$ cat src/rtl/coll_pkg.sv
// Shared definitions for the pairwise collision-detection scan logic:
// object record layout, scan FSM state encoding and datapath widths
// (also used by the detector wrapper).
package coll_pkg;

  localparam int COORD_W = 16;
  localparam int RSQ_W   = 32;

  typedef struct packed {
    logic [COORD_W-1:0] x;
    logic [COORD_W-1:0] y;
    logic [COORD_W-1:0] vx;
    logic [COORD_W-1:0] vy;
  } coll_obj_t;

  typedef enum logic [2:0] {
    ST_IDLE   = 3'd0,
    ST_ISSUE  = 3'd1,
    ST_WAIT   = 3'd2,
    ST_REPORT = 3'd3,
    ST_DONE   = 3'd4
  } coll_state_e;

  // Number of unordered pairs (i<j) among n objects.
  function automatic int pair_total(input int n);
    return n * (n - 1) / 2;
  endfunction

endpackage

$ cat src/rtl/coll_pair_iter.sv
// Upper-triangle (i<j) index generator. init restarts at (0,1); advance
// steps to the next pair in row-major order. last flags (N_OBJ-2, N_OBJ-1);
// advancing past it holds the final pair.
module coll_pair_iter #(
  parameter  int N_OBJ = 8,
  localparam int IDX_W = $clog2(N_OBJ)
) (
  input  logic             clk,
  input  logic             rst,
  input  logic             init,
  input  logic             advance,
  output logic [IDX_W-1:0] i,
  output logic [IDX_W-1:0] j,
  output logic             last
);

  localparam logic [IDX_W-1:0] ONE    = IDX_W'(1);
  localparam logic [IDX_W-1:0] TWO    = IDX_W'(2);
  localparam logic [IDX_W-1:0] I_LAST = IDX_W'(N_OBJ - 2);
  localparam logic [IDX_W-1:0] J_LAST = IDX_W'(N_OBJ - 1);

  assign last = (i == I_LAST) && (j == J_LAST);

  // Step j along the row; at row end move to the next row, starting just right of the diagonal.
  always_ff @(posedge clk) begin
    if (rst || init) begin
      i <= '0;
      j <= ONE;
    end else if (advance && !last) begin
      if (j != J_LAST) begin
        j <= j + ONE;
      end else begin
        i <= i + ONE;
        j <= i + TWO;
      end
    end
  end

endmodule

$ cat src/rtl/coll_pair_sched.sv
// Scan controller for the shared pairwise collision detector.
// Holds an N_OBJ object table, walks every pair (i<j) through an external
// detector, reports each colliding pair downstream and pulses done with the
// hit count.
// Build option: define COLL_FIRST_HIT_EN to end the scan right after the
// first reported hit has been accepted.
//
// Handshakes: a transfer happens on a rising edge where valid and ready are
// both 1. valid, once raised, stays high with its payload unchanged until
// that transfer; ready may toggle freely and never depends on valid here.
// det_rsp_valid is a one-cycle strobe with no ready; it only counts while
// the FSM is waiting for a response.
module coll_pair_sched
  import coll_pkg::*;
#(
  parameter  int N_OBJ  = 8,
  localparam int IDX_W  = $clog2(N_OBJ),
  localparam int PCNT_W = $clog2(N_OBJ * (N_OBJ - 1) / 2 + 1)
) (
  input  logic               clk,
  input  logic               rst,
  input  logic               wr_en,
  input  logic [IDX_W-1:0]   wr_idx,
  input  logic [COORD_W-1:0] wr_x,
  input  logic [COORD_W-1:0] wr_y,
  input  logic [COORD_W-1:0] wr_vx,
  input  logic [COORD_W-1:0] wr_vy,
  input  logic [RSQ_W-1:0]   radius_sq,
  input  logic               start,
  output logic               busy,
  output logic               done,
  output logic [PCNT_W-1:0]  hit_count,
  output logic               det_req_valid,
  input  logic               det_req_ready,
  output logic [COORD_W-1:0] det_x1,
  output logic [COORD_W-1:0] det_y1,
  output logic [COORD_W-1:0] det_vx1,
  output logic [COORD_W-1:0] det_vy1,
  output logic [COORD_W-1:0] det_x2,
  output logic [COORD_W-1:0] det_y2,
  output logic [COORD_W-1:0] det_vx2,
  output logic [COORD_W-1:0] det_vy2,
  output logic [RSQ_W-1:0]   det_r,
  input  logic               det_rsp_valid,
  input  logic               det_rsp_hit,
  output logic               hit_valid,
  input  logic               hit_ready,
  output logic [IDX_W-1:0]   hit_i,
  output logic [IDX_W-1:0]   hit_j,
  output logic [2:0]         state_dbg
);

  localparam logic [2:0] S_IDLE   = ST_IDLE;
  localparam logic [2:0] S_ISSUE  = ST_ISSUE;
  localparam logic [2:0] S_WAIT   = ST_WAIT;
  localparam logic [2:0] S_REPORT = ST_REPORT;
  localparam logic [2:0] S_DONE   = ST_DONE;

  logic [2:0]        state_q;
  logic [2:0]        state_d;
  logic [RSQ_W-1:0]  r_q;
  logic              iter_init;
  logic              iter_adv;
  logic [IDX_W-1:0]  pi;
  logic [IDX_W-1:0]  pj;
  logic              pair_last;
  coll_obj_t         tbl [N_OBJ];
  coll_obj_t         obj_i;
  coll_obj_t         obj_j;

  coll_pair_iter #(.N_OBJ(N_OBJ)) u_iter (
    .clk     (clk),
    .rst     (rst),
    .init    (iter_init),
    .advance (iter_adv),
    .i       (pi),
    .j       (pj),
    .last    (pair_last)
  );

  // Object table: writable only while no scan is running, so operands stay frozen mid-scan.
  always_ff @(posedge clk) begin
    if (wr_en && !busy) begin
      tbl[wr_idx] <= '{x: wr_x, y: wr_y, vx: wr_vx, vy: wr_vy};
    end
  end

  // Next-state and pair-iterator control.
  always_comb begin
    state_d   = state_q;
    iter_init = 1'b0;
    iter_adv  = 1'b0;
    case (state_q)
      S_IDLE: begin
        if (start) begin
          state_d   = S_ISSUE;
          iter_init = 1'b1;
        end
      end
      S_ISSUE: begin
        if (det_req_ready) state_d = S_WAIT;
      end
      S_WAIT: begin
        if (det_rsp_valid) begin
          if (det_rsp_hit) begin
            state_d = S_REPORT;
          end else if (pair_last) begin
            state_d = S_DONE;
          end else begin
            state_d  = S_ISSUE;
            iter_adv = 1'b1;
          end
        end
      end
      S_REPORT: begin
        if (hit_ready) begin
`ifdef COLL_FIRST_HIT_EN
          state_d = S_DONE;
`else
          if (pair_last) begin
            state_d = S_DONE;
          end else begin
            state_d  = S_ISSUE;
            iter_adv = 1'b1;
          end
`endif
        end
      end
      S_DONE:  state_d = S_IDLE;
      default: state_d = S_IDLE;
    endcase
  end

  // State register, radius latch at start, and hit counter (cleared at start, held after done).
  always_ff @(posedge clk) begin
    if (rst) begin
      state_q   <= S_IDLE;
      r_q       <= '0;
      hit_count <= '0;
    end else begin
      state_q <= state_d;
      if (state_q == S_IDLE && start) begin
        r_q       <= radius_sq;
        hit_count <= '0;
      end else if (state_q == S_WAIT && det_rsp_valid && det_rsp_hit) begin
        hit_count <= hit_count + PCNT_W'(1);
      end
    end
  end

  assign obj_i = tbl[pi];
  assign obj_j = tbl[pj];

  assign busy          = (state_q == S_ISSUE) || (state_q == S_WAIT) || (state_q == S_REPORT);
  assign done          = (state_q == S_DONE);
  assign det_req_valid = (state_q == S_ISSUE);
  assign hit_valid     = (state_q == S_REPORT);
  assign hit_i         = hit_valid ? pi : '0;
  assign hit_j         = hit_valid ? pj : '0;
  assign state_dbg     = state_q;

  assign det_x1  = obj_i.x;
  assign det_y1  = obj_i.y;
  assign det_vx1 = obj_i.vx;
  assign det_vy1 = obj_i.vy;
  assign det_x2  = obj_j.x;
  assign det_y2  = obj_j.y;
  assign det_vx2 = obj_j.vx;
  assign det_vy2 = obj_j.vy;
  assign det_r   = r_q;

endmodule

$ cat config.mk
export PLATFORM = sky130hd
export DESIGN_NAME = coll_pair_sched
export DESIGN_NICKNAME = d
export VERILOG_FILES = /design/src/rtl/coll_pkg.sv /design/src/rtl/coll_pair_iter.sv /design/src/rtl/coll_pair_sched.sv
export SDC_FILE = /design/constraint.sdc
export NUM_CORES = 1
export LEC_CHECK = 0
export BUFFER_PORTS_ARGS = -buffer_cell sky130_fd_sc_hd__buf_2
export CAP_MARGIN = 30
export CORE_MARGIN = 1
export CORE_UTILIZATION = 45
export CTS_BUF_LIST = sky130_fd_sc_hd__clkbuf_8
export DETAILED_ROUTE_END_ITERATION = 10
export GPL_TIMING_DRIVEN = 0
export MAX_ROUTING_LAYER = met4
export PLACE_DENSITY = 0.63
export SETUP_SLACK_MARGIN = 0.2
export SYNTH_ARGS = -nofsm -noshare
export SYNTH_HDL_FRONTEND = slang
export SYNTH_SLANG_ARGS = --single-unit
export TNS_END_PERCENT = 100
$ cat constraint.sdc
create_clock -name clk -period 6.4 [get_ports clk]
set_clock_uncertainty 0.1 [all_clocks]
set_input_delay 0.64 -clock clk [delete_from_list [all_inputs] [get_ports clk]]
set_output_delay 0.64 -clock clk [all_outputs]
set_load 0.02 [all_outputs]
==> impl_metrics.json <==
{
  "synth_area_per_cell_um2": 20.4,
  "internal-power_uw": 6010,
  "pwr-share-comb": 0.061,
  "clkPwrFrac": 0.405,
  "ys.flop_type": "edfxtp_1",
  "wl_met3_um": 4470,
  "die_w_um": 238,
  "synth_nets": 1339,
  "antenna_found_initial": 9,
  "post-place-cells": 2290,
  "crit_arrival_ns": 3.37,
  "hp-class": "in -> reg",
  "rsz0062_at_grt": "false",
  "power.density_mw_per_mm2": 260,
  "post_drt_wl_per_cell_um": 26.0,
  "drt_wl_total_um": 64300,
  "synth.most_common_cell": "edfxtp_1",
  "start_util": 0.455,
  "drc": 0,
  "grt_first_pass_wirelength_um": 94400,
  "io_pins": 285,
  "drv_slew": 0,
  "r2r-start": "state_dbg[2]",
  "ys_async_sr_fraction": 0,
  "synth_top_cell_by_area": "edfxtp_1",
  "die-height_um": 238,
  "holdCritStartpoint": "radius_sq[31]",
  "hold_viol": 0,
  "clockBufferDepth": 3,
  "finalPower_uw": 7770,
  "grt_max_degree": 23,
  "grt_usage": 0.238,
  "ant_nets": 0,
  "synth.cell_area_mm2": 0.0250,
  "seq_area_frac_synth": 0.656,
  "topRoutingLayerUsed": "met4",
  "outcome": "completed",
  "syn_inst": 1227,
  "cellLeakagePower_uw": 0.0100,
  "grt_pass1_vias": 15117,
  "path_clk_slew_ns": 0.06,
  "start_kind": "register",
  "vias": 14057,
  "wl_met2_um": 32000,
  "syn2layout_area_growth_pct": 19.7,
  "layout-drive-gt1-share": 0.508,
  "netlist.area_leader.share": 0.614,
  "core-area_mm2": 0.0550,
  "cts_tree": "yes",
  "postPlaceCellArea_mm2": 0.0281,
  "worst-path-max-fanout": 10,
  "yosys-top-cells-count": "edfxtp_1, mux4_2, mux2_2",
  "dp_hpwl_um": 42800,
  "cts_buffers": 94,
  "ys_top_cells_by_area": "edfxtp_1, mux4_2, mux2_2",
  "vias_per_cell": 5.69,
  "fin_util": 0.545,
  "critPathCaptureType": "output port",
  "max-vdd-ir-drop_v": 0.000178,
  "max_cap_violations": 0,
  "worstMarginPinSlew_ns": 0.992,
  "overflow": 0,
  "yosys_warnings": 0,
  "rows": 86,
  "switchingPower_uw": 1770,
  "required_ns": 5.66,
  "ys_ff_latch": 564,
  "nNetsFinal": 1750,
  "ctsResizeCount": 0,
  "clk_latency_ns": 0.68,
  "fin_area_mm2": 0.0300,
  "postCtsSetupBuffers": 0,
  "cts_max_level": 3,
  "slew_headroom": 0.339,
  "dieArea_mm2": 0.0566,
  "pwr-share-seq": 0.534,
  "dr.pass1.iters": 5,
  "min_period_ns": 4.11,
  "fmax_mhz": 243,
  "port_buffers": 283,
  "hold_buffers": 0,
  "setup_violations": 0,
  "fin_crit_sh": 0.642,
  "critPathKind": "reg -> out",
  "gp_congestion": 0.786,
  "root_buffer": "clkbuf_8",
  "netSwitchingFraction": 0.227,
  "clock_sinks": 564,
  "ys_types": 42,
  "final_cells": 2472,
  "synth_edf_count": 512,
  "finalSetupTns_ns": 0,
  "drt_iter0_markers": 1249,
  "routedLengthMet1_um": 26300
}
-- metrics by stage --
step,worst slack (ns),hold slack [ns]
5_1_grt,2.19,0.0701
3_5_place_dp,2.97,0.348
4_1_cts,2.18,0.0204
6_report,2.29,0.0942
2_1_floorplan,0.463,0.399
3_3_place_gp,-5.28,0.343
-- cell usage in the layout, fill, tap and decap left out, types with 5 or more instances in the layout --
cell type	count
inv_1	33
nand2_1	71
clkinv_2	10
clkbuf_8	105
mux2_2	128
nor2_1	15
clkbuf_1	54
a21oi_1	36
nor2_4	6
nor3_1	6
edfxtp_1	512
ha_1	5
bufinv_16	5
clkinv_1	18
mux4_2	256
buf_16	8
buf_6	6
diode_2	10
dfxtp_1	52
buf_12	14
buf_2	310
and2_1	5
mux2i_1	6
-- power groups by stage --
stage          Combinational [µW]  Sequential (µW)  Clock [µW]
6_report                      472             4150        3150
2_1_floorplan                 233             4250           0
5_1_grt                       508             4160        3370
3_5_place_dp                  477             4230           0
3_3_place_gp                  436             4240           0
4_1_cts                       479             4150        3220
-- routing by layer --
| metal | track usage | up-vias |
|---|---|---|
| li1 | - | 6038 |
| met1 | 0.311 | 7386 |
| met2 | 0.378 | 521 |
| met3 | 0.0436 | 112 |
| met4 | 0.0804 | 0 |
| met5 | - | - |
-- critical path, stage by stage, from the launching register on --
cell and delay [ns]:
dfxtp_1 0.32, clkbuf_1 0.63, clkbuf_1 0.80, mux4_2 0.44, mux2_2 0.32, buf_2 0.17
-- final cells by class --
class / count / area (µm²)
fillers: 4321 / 25000
flip-flops and latches: 564 / 16400
multi-input cells: 574 / 8300
repair buffers: 315 / 2040
clock buffers: 105 / 1450
well taps: 748 / 936
clock inverters: 67 / 415
plain buffers: 85 / 360
diodes: 10 / 25.0
inverters: 4 / 15.0
-- cell families (layout without fill, tap and decap cells) --
kind of cell             after synthesis  after routing  share of synthesized area
flip-flops                           564            564                      0.656
multiplexers                         390            390                      0.290
AND/OR/NAND/NOR                      126            126                     0.0230
buffers and inverters                 89            576                     0.0150
AO/OA/AOI/OAI                         48             48                     0.0114
adder cells (fa/ha/maj)                5              5                    0.00250
XOR/XNOR                               5              5                    0.00175
other                                  0             10                          0
-- state kept, by name, summed over array words and instances (netlist names), named ones only --
name       flops
hit_count      5
u_iter.i       3
u_iter.j       3
state_dbg      3
tbl          512
det_r         32
-- worst paths after layout --
| path | to | slack, ns | cells after the start |
|---|---|---|---|
| hold reg to reg | det_r[5] | 0.36 | 2 |
| setup reg to reg | tbl[1][38] | 3.22 | 7 |
| hold / removal | det_r[31] | 0.09 | 3 |
| setup / recovery | det_y1[10] | 2.29 | 5 |
Note: power is estimated with default switching activity, not from simulation.
